### config.mk
export PLATFORM = sky130hd
export DESIGN_NAME = exibe_sequencia_flat
export DESIGN_NICKNAME = d
export VERILOG_FILES = /design/src/rtl/exibe_sequencia_if.sv /design/src/rtl/exibe_sequencia.sv /design/src/flat_wrapper.sv
export SDC_FILE = /design/constraint.sdc
export NUM_CORES = 1
export LEC_CHECK = 0
export BUFFER_PORTS_ARGS = -buffer_cell sky130_fd_sc_hd__buf_2
export CORE_AREA = 4 4 54 56
export DETAILED_ROUTE_END_ITERATION = 6
export DIE_AREA = 0 0 58 60
export PLACE_DENSITY = 0.92
export SLEW_MARGIN = 20
export SYNTH_ARGS = -nofsm -noshare
export SYNTH_HDL_FRONTEND = slang
export SYNTH_SLANG_ARGS = --single-unit
export TNS_END_PERCENT = 30
### constraint.sdc
create_clock -name clock -period 4.6 [get_ports clock]
set_input_delay 0 -clock clock [delete_from_list [all_inputs] [get_ports clock]]
set_output_delay 0 -clock clock [all_outputs]
set_load 0.05 [all_outputs]
### src/rtl/exibe_sequencia_if.sv
// exibe_sequencia_if: controller/ROM-side signals of the sequence playback block.
interface exibe_sequencia_if #(
   parameter int ADDR_WIDTH = 4,
   parameter int DATA_WIDTH = 4
);
   logic                  iniciar;
   logic [ADDR_WIDTH-1:0] limite;
   logic [DATA_WIDTH-1:0] dado_memoria;
   logic [ADDR_WIDTH-1:0] endereco;
   logic [DATA_WIDTH-1:0] leds;
   logic                  ativo;
   logic                  pronto;
   logic [3:0]            db_estado;
   modport master (
      output iniciar, limite, dado_memoria,
      input  endereco, leds, ativo, pronto, db_estado
   );
   modport slave (
      input  iniciar, limite, dado_memoria,
      output endereco, leds, ativo, pronto, db_estado
   );
endinterface

### src/rtl/exibe_sequencia.sv
// exibe_sequencia: plays ROM entries 0..limite on leds, each lit T_ACESO cycles then blank T_APAGADO cycles.
module exibe_sequencia #(
   parameter int ADDR_WIDTH = 4,
   parameter int DATA_WIDTH = 4,
   parameter int T_ACESO    = 500,
   parameter int T_APAGADO  = 250
) (
   input logic clock,
   input logic reset,
   exibe_sequencia_if.slave bus
);
   localparam int T_MAX = T_ACESO > T_APAGADO ? T_ACESO : T_APAGADO;
   localparam int TW    = T_MAX > 1 ? $clog2(T_MAX) : 1;
   typedef enum logic [3:0] {
      INICIAL = 4'h0,
      PREPARA = 4'h1,
      CARREGA = 4'h2,
      ACENDE  = 4'h3,
      APAGA   = 4'h4,
      PROXIMO = 4'h5,
      FIM     = 4'hF
   } state_t;
   state_t                state, state_n;
   logic [ADDR_WIDTH-1:0] endereco, endereco_n, lim, lim_n;
   logic [DATA_WIDTH-1:0] leds, leds_n;
   logic [TW-1:0]         timer, timer_n;
   always_ff @(posedge clock or negedge reset)
      if (!reset) begin
         state    <= INICIAL;
         endereco <= '0;
         leds     <= '0;
         timer    <= '0;
         lim      <= '0;
      end else begin
         state    <= state_n;
         endereco <= endereco_n;
         leds     <= leds_n;
         timer    <= timer_n;
         lim      <= lim_n;
      end
   // Last-entry compare happens in APAGA, before PROXIMO increments, so endereco never wraps.
   always_comb begin
      state_n    = state;
      endereco_n = endereco;
      leds_n     = leds;
      timer_n    = timer;
      lim_n      = lim;
      case (state)
         INICIAL: if (bus.iniciar) begin
            lim_n   = bus.limite;
            state_n = PREPARA;
         end
         PREPARA: begin
            endereco_n = '0;
            timer_n    = '0;
            state_n    = CARREGA;
         end
         CARREGA: begin
            leds_n  = bus.dado_memoria;
            state_n = ACENDE;
         end
         ACENDE: if (timer == TW'(T_ACESO - 1)) begin
            timer_n = '0;
            leds_n  = '0;
            state_n = APAGA;
         end else timer_n = timer + 1'b1;
         APAGA: if (timer == TW'(T_APAGADO - 1)) begin
            timer_n = '0;
            state_n = endereco == lim ? FIM : PROXIMO;
         end else timer_n = timer + 1'b1;
         PROXIMO: begin
            endereco_n = endereco + 1'b1;
            state_n    = CARREGA;
         end
         FIM: begin
            leds_n  = '0;
            state_n = INICIAL;
         end
         default: begin
            leds_n  = '0;
            state_n = INICIAL;
         end
      endcase
   end
   assign bus.endereco  = endereco;
   assign bus.leds      = leds;
   assign bus.ativo     = state inside {PREPARA, CARREGA, ACENDE, APAGA, PROXIMO};
   assign bus.pronto    = state == FIM;
   assign bus.db_estado = state;
endmodule

### src/flat_wrapper.sv
// flat-port wrapper written by rule: the top's interface ports become plain ports
module exibe_sequencia_flat 
#(
   parameter int ADDR_WIDTH = 4,
   parameter int DATA_WIDTH = 4,
   parameter int T_ACESO    = 500,
   parameter int T_APAGADO  = 250
)
  (clock, reset, bus_iniciar, bus_limite, bus_dado_memoria, bus_endereco, bus_leds, bus_ativo, bus_pronto, bus_db_estado);
  exibe_sequencia_if #(.ADDR_WIDTH(ADDR_WIDTH), .DATA_WIDTH(DATA_WIDTH)) bus_i ();
  input logic clock;
  input logic reset;
  input wire logic [$bits(bus_i.iniciar)-1:0] bus_iniciar;
  input wire logic [$bits(bus_i.limite)-1:0] bus_limite;
  input wire logic [$bits(bus_i.dado_memoria)-1:0] bus_dado_memoria;
  output wire logic [$bits(bus_i.endereco)-1:0] bus_endereco;
  output wire logic [$bits(bus_i.leds)-1:0] bus_leds;
  output wire logic [$bits(bus_i.ativo)-1:0] bus_ativo;
  output wire logic [$bits(bus_i.pronto)-1:0] bus_pronto;
  output wire logic [$bits(bus_i.db_estado)-1:0] bus_db_estado;
  assign bus_i.iniciar = bus_iniciar;
  assign bus_i.limite = bus_limite;
  assign bus_i.dado_memoria = bus_dado_memoria;
  assign bus_endereco = bus_i.endereco;
  assign bus_leds = bus_i.leds;
  assign bus_ativo = bus_i.ativo;
  assign bus_pronto = bus_i.pronto;
  assign bus_db_estado = bus_i.db_estado;
  exibe_sequencia #(.ADDR_WIDTH(ADDR_WIDTH), .DATA_WIDTH(DATA_WIDTH), .T_ACESO(T_ACESO), .T_APAGADO(T_APAGADO)) u_core (.clock(clock), .reset(reset), .bus(bus_i));
endmodule
==> results of run 1 <==
state kept, by name, indices dropped and copies added, names as in the netlist:
register / cells
u_core.bus.db_estado: 4
u_core.bus.endereco: 4
u_core.bus.leds: 4
u_core.lim: 4
u_core.timer: 9
cells in the final DEF (no fill, tap or decap), types with 5 or more instances in the layout:
cell type      count
a22o_1             5
nor3_1             5
o21ai_0            8
nand3_1            5
dfrtp_1           25
nand2_1           20
buf_2             24
nor2_1             8
dlygate4sd3_1      9
cell type report:
class | count | area, sq um | share of cell area, %
clock buffer | 4 | 26.28 | 1.630
inverter | 3 | 11.26 | 0.6988
multi-input combinational | 105 | 700.7 | 43.48
sequential | 25 | 625.6 | 38.82
tap | 30 | 37.54 | 2.329
timing repair buffer | 33 | 210.2 | 13.04
through the flow:
stage,power [uW],instance area (sq um),utilization [%],hold WS [ns]
2_1_floorplan,726.6,1383,-,-0.2956
3_3_place_gp,805.8,1495,61.47,0.002851
3_5_place_dp,832.3,1495,61.47,0.01750
4_1_cts,936.9,1612,66.26,0.09428
5_1_grt,1001,1612,66.26,0.1225
6_report,937.2,1612,66.26,0.1144
how the worst max path moves through the flow:
stage | start | endpoint | slack (ns) | cells after the start
6_report | u_core.timer[0] | u_core.bus.db_estado[3] | 2.40 | 5
5_1_grt | u_core.timer[0] | u_core.bus.db_estado[3] | 2.27 | 5
4_1_cts | u_core.timer[0] | u_core.bus.db_estado[3] | 2.48 | 5
3_5_place_dp | u_core.timer[0] | u_core.bus.db_estado[3] | 2.51 | 5
3_3_place_gp | u_core.timer[0] | u_core.bus.db_estado[3] | 2.67 | 5
2_1_floorplan | u_core.bus.db_estado[3] | u_core.timer[2] | 2.72 | 6
metal layers:
layer,vias to the layer above,track usage (%),wire length (um)
met5,-,0,0
met4,0,10.26,78
met3,7,3.024,220
met2,63,34.84,1559
met1,585,23.87,1288
li1,571,-,-
cell families (layout without fill, tap and decap cells):
logic type	count (synthesis)	after routing
XOR/XNOR	4	4
AND/OR/NAND/NOR	58	58
flip-flops	25	25
adder cells (fa/ha/maj)	3	3
AO/OA/AOI/OAI	35	35
multiplexers	5	5
buffers and inverters	10	40
repair_timing:
item                                   CTS  global route
hold buffers                             9             0
buffers inserted                         0             0
gates resized for setup                  0             0
endpoints found under the hold margin   33             0
worst max-delay path, stage by stage, from the launching register on:
cell	delay, ns
dfrtp_1	0.45
ha_1	0.27
nor4bb_1	0.16
a21oi_1	0.69
nor2_1	0.25
and4_1	0.28
report_power, final:
group	internal (uW)	leakage (uW)	switching, uW	total, uW
logic	155	0.000411	313	468
clock network	34.0	0.0000150	64.4	98.5
registers	283	0.000328	87.5	370
total	472	0.000754	465	937
==> impl_metrics.toml, run 1 <==
[power]
irDropWorstVdd_mv = 0.3935
power.density_nw_per_um2 = 581.5
leakagePower_uw = 0.0007544

[synthesis]
yosys-top-cells-area = "dfrtp_1 (45%), nand2_1 (5.4%), mux2_2 (3.3%)"
synth_seq_cells = 25
synth_fa_ha_area_share_pct = 2.715
muxShareOfSynthArea_pct = 3.982
synth_top_area_share_pct = 45.25
synth_nets = 154
synth_ff_type = "dfrtp_1"
yosysTopAreaCell = "dfrtp_1"
yosys.cell_count.top_type = "dfrtp_1"
synth_compound_area_share_pct = 18.46
ys_warn_count = 0
synth_area_sq_um = 1383
synth_top_family_by_area = "simple AND/OR/NAND/NOR gates"
synthTopCellsByCount = "dfrtp_1 (25), nand2_1 (20), nor2_1 (8), o21ai_0 (8)"
synthCells = 140
postSynthAreaPerCell_sq_um = 9.876
ys_types = 42
synthArstFlopShare_pct = 100.0
synth-seq-area-share_pct = 45.25
yosys.area_share.xor_xnor_pct = 2.534
synth_edf_count = 0
yosys.area_share.simple_pct = 22.99

[clocking]
cts_sinks = 25
htree_levels = 1
clock_path_buffers = 2
path_clk_slew_ns = 0.12
clock_latency_ns = 0.33
cts_buffers = 3
clockRootBuffer = "clkbuf_4"
cts_tree = "yes"

[sta]
setup_tns_ns = 0
fmax_mhz = 453.8
final.setup.worst_slack_ns = 2.396
period_share_pct = 47.90
setup_violations = 0
skew_ns = 0.006593
slew_headroom_pct = 40.99
final_max_slew_viol_count = 0
period_needed_ns = 2.204
worstMarginPinSlew_ns = 0.8851
rsz0062_at_grt = "no"
hold_viol = 0

[drt]
wl_per_cell_um = 15.73
antenna_left = 0
first_pass_iters = 4
drt_iter0_markers = 99
routed_via_density = 6.130
num_vias = 1226
drc_errors = 0
wl_um = 3146

[floorplanning]
start_util_pct = 56.84
fp.coreArea_sq_um = 2432
io_pins = 25
rows = 18
die_area_sq_um = 3480
die_x_um = 58
die_h_um = 60

[setup_path]
reg2reg_slack_ns = 2.40
cp.required_ns = 4.82
critPathCaptureType = "register"
cp.arrival_ns = 2.43
r2r_end = "u_core.bus.db_estado[3]"
start_kind = "register"
r2r-start = "u_core.timer[0]"
r2r_cells = 5
crit_type = "reg2reg"
cp_max_fo = 12

[global_routing]
grt_max_degree = 26
grt_overflow = 0
grt_pass1_vias = 1166
grt_usage_pct = 19.99
grt_pass1_wl_um = 5306
antenna_found_initial = 0

[place]
routabilityCongestion = 0.8778
hpwl_um = 2165
io_buffers = 24
post-place-ws_ns = 2.513
placedCellCount = 187

[cells_and_area]
nets = 185
antennaDiodeCount = 0
instances_no_fill = 200
fill_cells = 172
synthToLayoutAreaGrowth_pct = 16.56
drive_above_1_share_pct = 22.35

[min_path]
hold_depth = 4
worstHoldPathType = "in2reg"
min_from = "bus_iniciar"
whs_endpoint = "u_core.bus.db_estado[0]"

[run]
drv_cap = 0

[status]
run_status = "completed"
(Power assumes the default switching activity.)
==> run 2, diff against run 1 <==
--- a/config.mk
+++ b/config.mk
@@ -6,10 +6,10 @@
 export NUM_CORES = 1
 export LEC_CHECK = 0
 export BUFFER_PORTS_ARGS = -buffer_cell sky130_fd_sc_hd__buf_2
-export CORE_AREA = 4 4 54 56
+export CORE_AREA = 4 4 56 58
 export DETAILED_ROUTE_END_ITERATION = 6
-export DIE_AREA = 0 0 58 60
-export PLACE_DENSITY = 0.92
+export DIE_AREA = 0 0 60 62
+export PLACE_DENSITY = 0.86
 export SLEW_MARGIN = 20
 export SYNTH_ARGS = -nofsm -noshare
 export SYNTH_HDL_FRONTEND = slang
==> constraint.sdc (replaced) <==
create_clock -name clock -period 2.1 [get_ports clock]
set_input_delay 0 -clock clock [delete_from_list [all_inputs] [get_ports clock]]
set_output_delay 0 -clock clock [all_outputs]
set_load 0.05 [all_outputs]
==> run 2 against run 1 <==
  * Sequential share of layout area fell by 1.2 points
  * Wire length up 7.4%
  * Critical path depth up 1
  * Worst hold slack got worse by 0.0093 ns
  * Maximum frequency increased by 16%
  * Total power up 130%
  * Combinational power up 150%
  * Cell area increased by 3.2%
  * First-iteration DRC count decreased by 63%
  * Non-clock buffer count rose by 6
==> impl_metrics.toml, run 2 (synthesis results as in run 1) <==
[sta]
rsz0062_at_grt = "no"
setup_violations = 0
hold_viol = 0
final_max_slew_viol_count = 0
setup_tns_ns = 0
period_share_pct = 90.63
worstMarginPinSlew_ns = 0.5515
fmax_mhz = 525.4
skew_ns = 0.002356
slew_headroom_pct = 63.23
period_needed_ns = 1.903

[cells_and_area]
largest-register = "u_core.timer"
synthToLayoutAreaGrowth_pct = 20.27
final_cell_mix = "dfrtp_1 (25), buf_2 (24), nand2_1 (20), dlygate4sd3_1 (9)"
drive_above_1_share_pct = 25.57
instances_no_fill = 207
final_common_cell = "dfrtp_1"
antennaDiodeCount = 0
nets = 191
largest_reg_flops = 9
fill_cells = 226

[power]
irDropWorstVdd_mv = 0.8726
leakagePower_uw = 0.0007888
power.density_nw_per_um2 = 1301

[global_routing]
grt-busiest-layer = "met2"
grt_use_met3_pct = 2.686
use_met2_pct = 38.89
grt_pass1_wl_um = 5678
grt_pass1_vias = 1218
grt_usage_pct = 20.29
grt_use_met1_pct = 24.74
antenna_found_initial = 0
grt_overflow = 0
grt_max_degree = 26

[clocking]
path_clk_slew_ns = 0.15
cts_buffers = 3
cts_sinks = 25
clockRootBuffer = "clkbuf_4"
clock_path_buffers = 2
clock_latency_ns = 0.33
postCtsSetupBuffers = 0
htree_levels = 1
cts_tree = "yes"

[floorplanning]
die_h_um = 62
io_pins = 25
start_util_pct = 51.93
die_x_um = 60
rows = 19
die_area_sq_um = 3720
fp.coreArea_sq_um = 2663

[setup_path]
crit_type = "reg2reg"
r2r-start = "u_core.timer[0]"
cp.required_ns = 2.33
cpMaxStageDelayCell = "dfrtp_1"
critPathLaunch = "u_core.timer[0]"
critPathCaptureType = "register"
path_buf_inv = 1
cp_max_fo = 5
cp.arrival_ns = 2.14
path_cells = "ha_1, nor4bb_1, a21oi_1, buf_4, o21bai_1, a22o_1"
cpPeakStageDelay_ns = 0.44
start_kind = "register"
crit_family = "compound AO/OA/AOI/OAI gates"

[run]
drv_cap = 0

[place]
placedCellCount = 194
hpwl_um = 2401
io_buffers = 24
routabilityCongestion = 0.9061

[min_path]
worstHoldPathType = "in2reg"
min_from = "bus_iniciar"

[drt]
wl_um = 3379
drc_errors = 0
antenna_left = 0
first_pass_iters = 6
drt_iter0_markers = 37
wl_per_cell_um = 16.32
routed_via_density = 6.010
num_vias = 1244

[status]
run_status = "completed"
-- run 2: cell count changes in the layout (fill, tap and decap cells not counted), sizes merged --
cell	delta
buf	+6
clkbuf	-1
inv	+1
-- run 2: area by class of cell --
class	count	area (sq um)	area share, %
well taps	31	38.79	2.333
clock buffers	3	22.52	1.354
flip-flops and latches	25	625.6	37.62
repair buffers	39	255.2	15.35
clock inverters	1	8.758	0.5267
inverters	3	11.26	0.6772
multi-input cells	105	700.7	42.14
-- run 2: path summary, 6_finish.rpt --
check	depth (start not counted)	slack [ns]	endpoint
worst min register to register	1	0.53	u_core.bus.leds[0]
min in group asynchronous	2	0.17	u_core.timer[7]
worst max-delay path	6	0.20	u_core.bus.leds[2]
max in group asynchronous	2	1.57	u_core.timer[0]
worst max register to register	6	0.20	u_core.bus.leds[2]
worst min-delay path	4	0.11	u_core.bus.db_estado[0]
-- run 2: where the power goes --
part           leakage, uW  internal (uW)  total (uW)  switching (uW)
Clock            0.0000183           77.8         236             158
Sequential        0.000328            620         771             151
Combinational     0.000442            399        1160             758
-- run 2: timing repair --
action                    CTS  global route
hold endpoints to repair   33             0
resized for setup           0             0
hold buffers                9             0
-- run 2: worst min-delay path, stage by stage --
cell	delay (ns)
buf_2	0.11
nor3_1	0.10
or3_1	0.13
o21bai_1	0.07
-- run 2: per-layer routing --
metal | part of all wire (%) | routed length, um
met1 | 41 | 1380
met2 | 56 | 1893
met3 | 2.5 | 86
met5 | 0 | 0
met4 | 0.56 | 19
-- run 2: per-stage QoR --
stage	worst slack (ns)	hold WS (ns)	power (uW)	area [sq um]	util, %
floorplan	0.2187	-0.2956	1592	1383	-
global placement	0.3954	0.007994	1853	1541	57.89
detailed placement	0.2853	0.01607	1906	1541	57.89
CTS	0.2455	0.1102	2156	1663	62.45
global route	0.02045	0.1259	2299	1663	62.45
finish	0.1968	0.1052	2164	1663	62.45
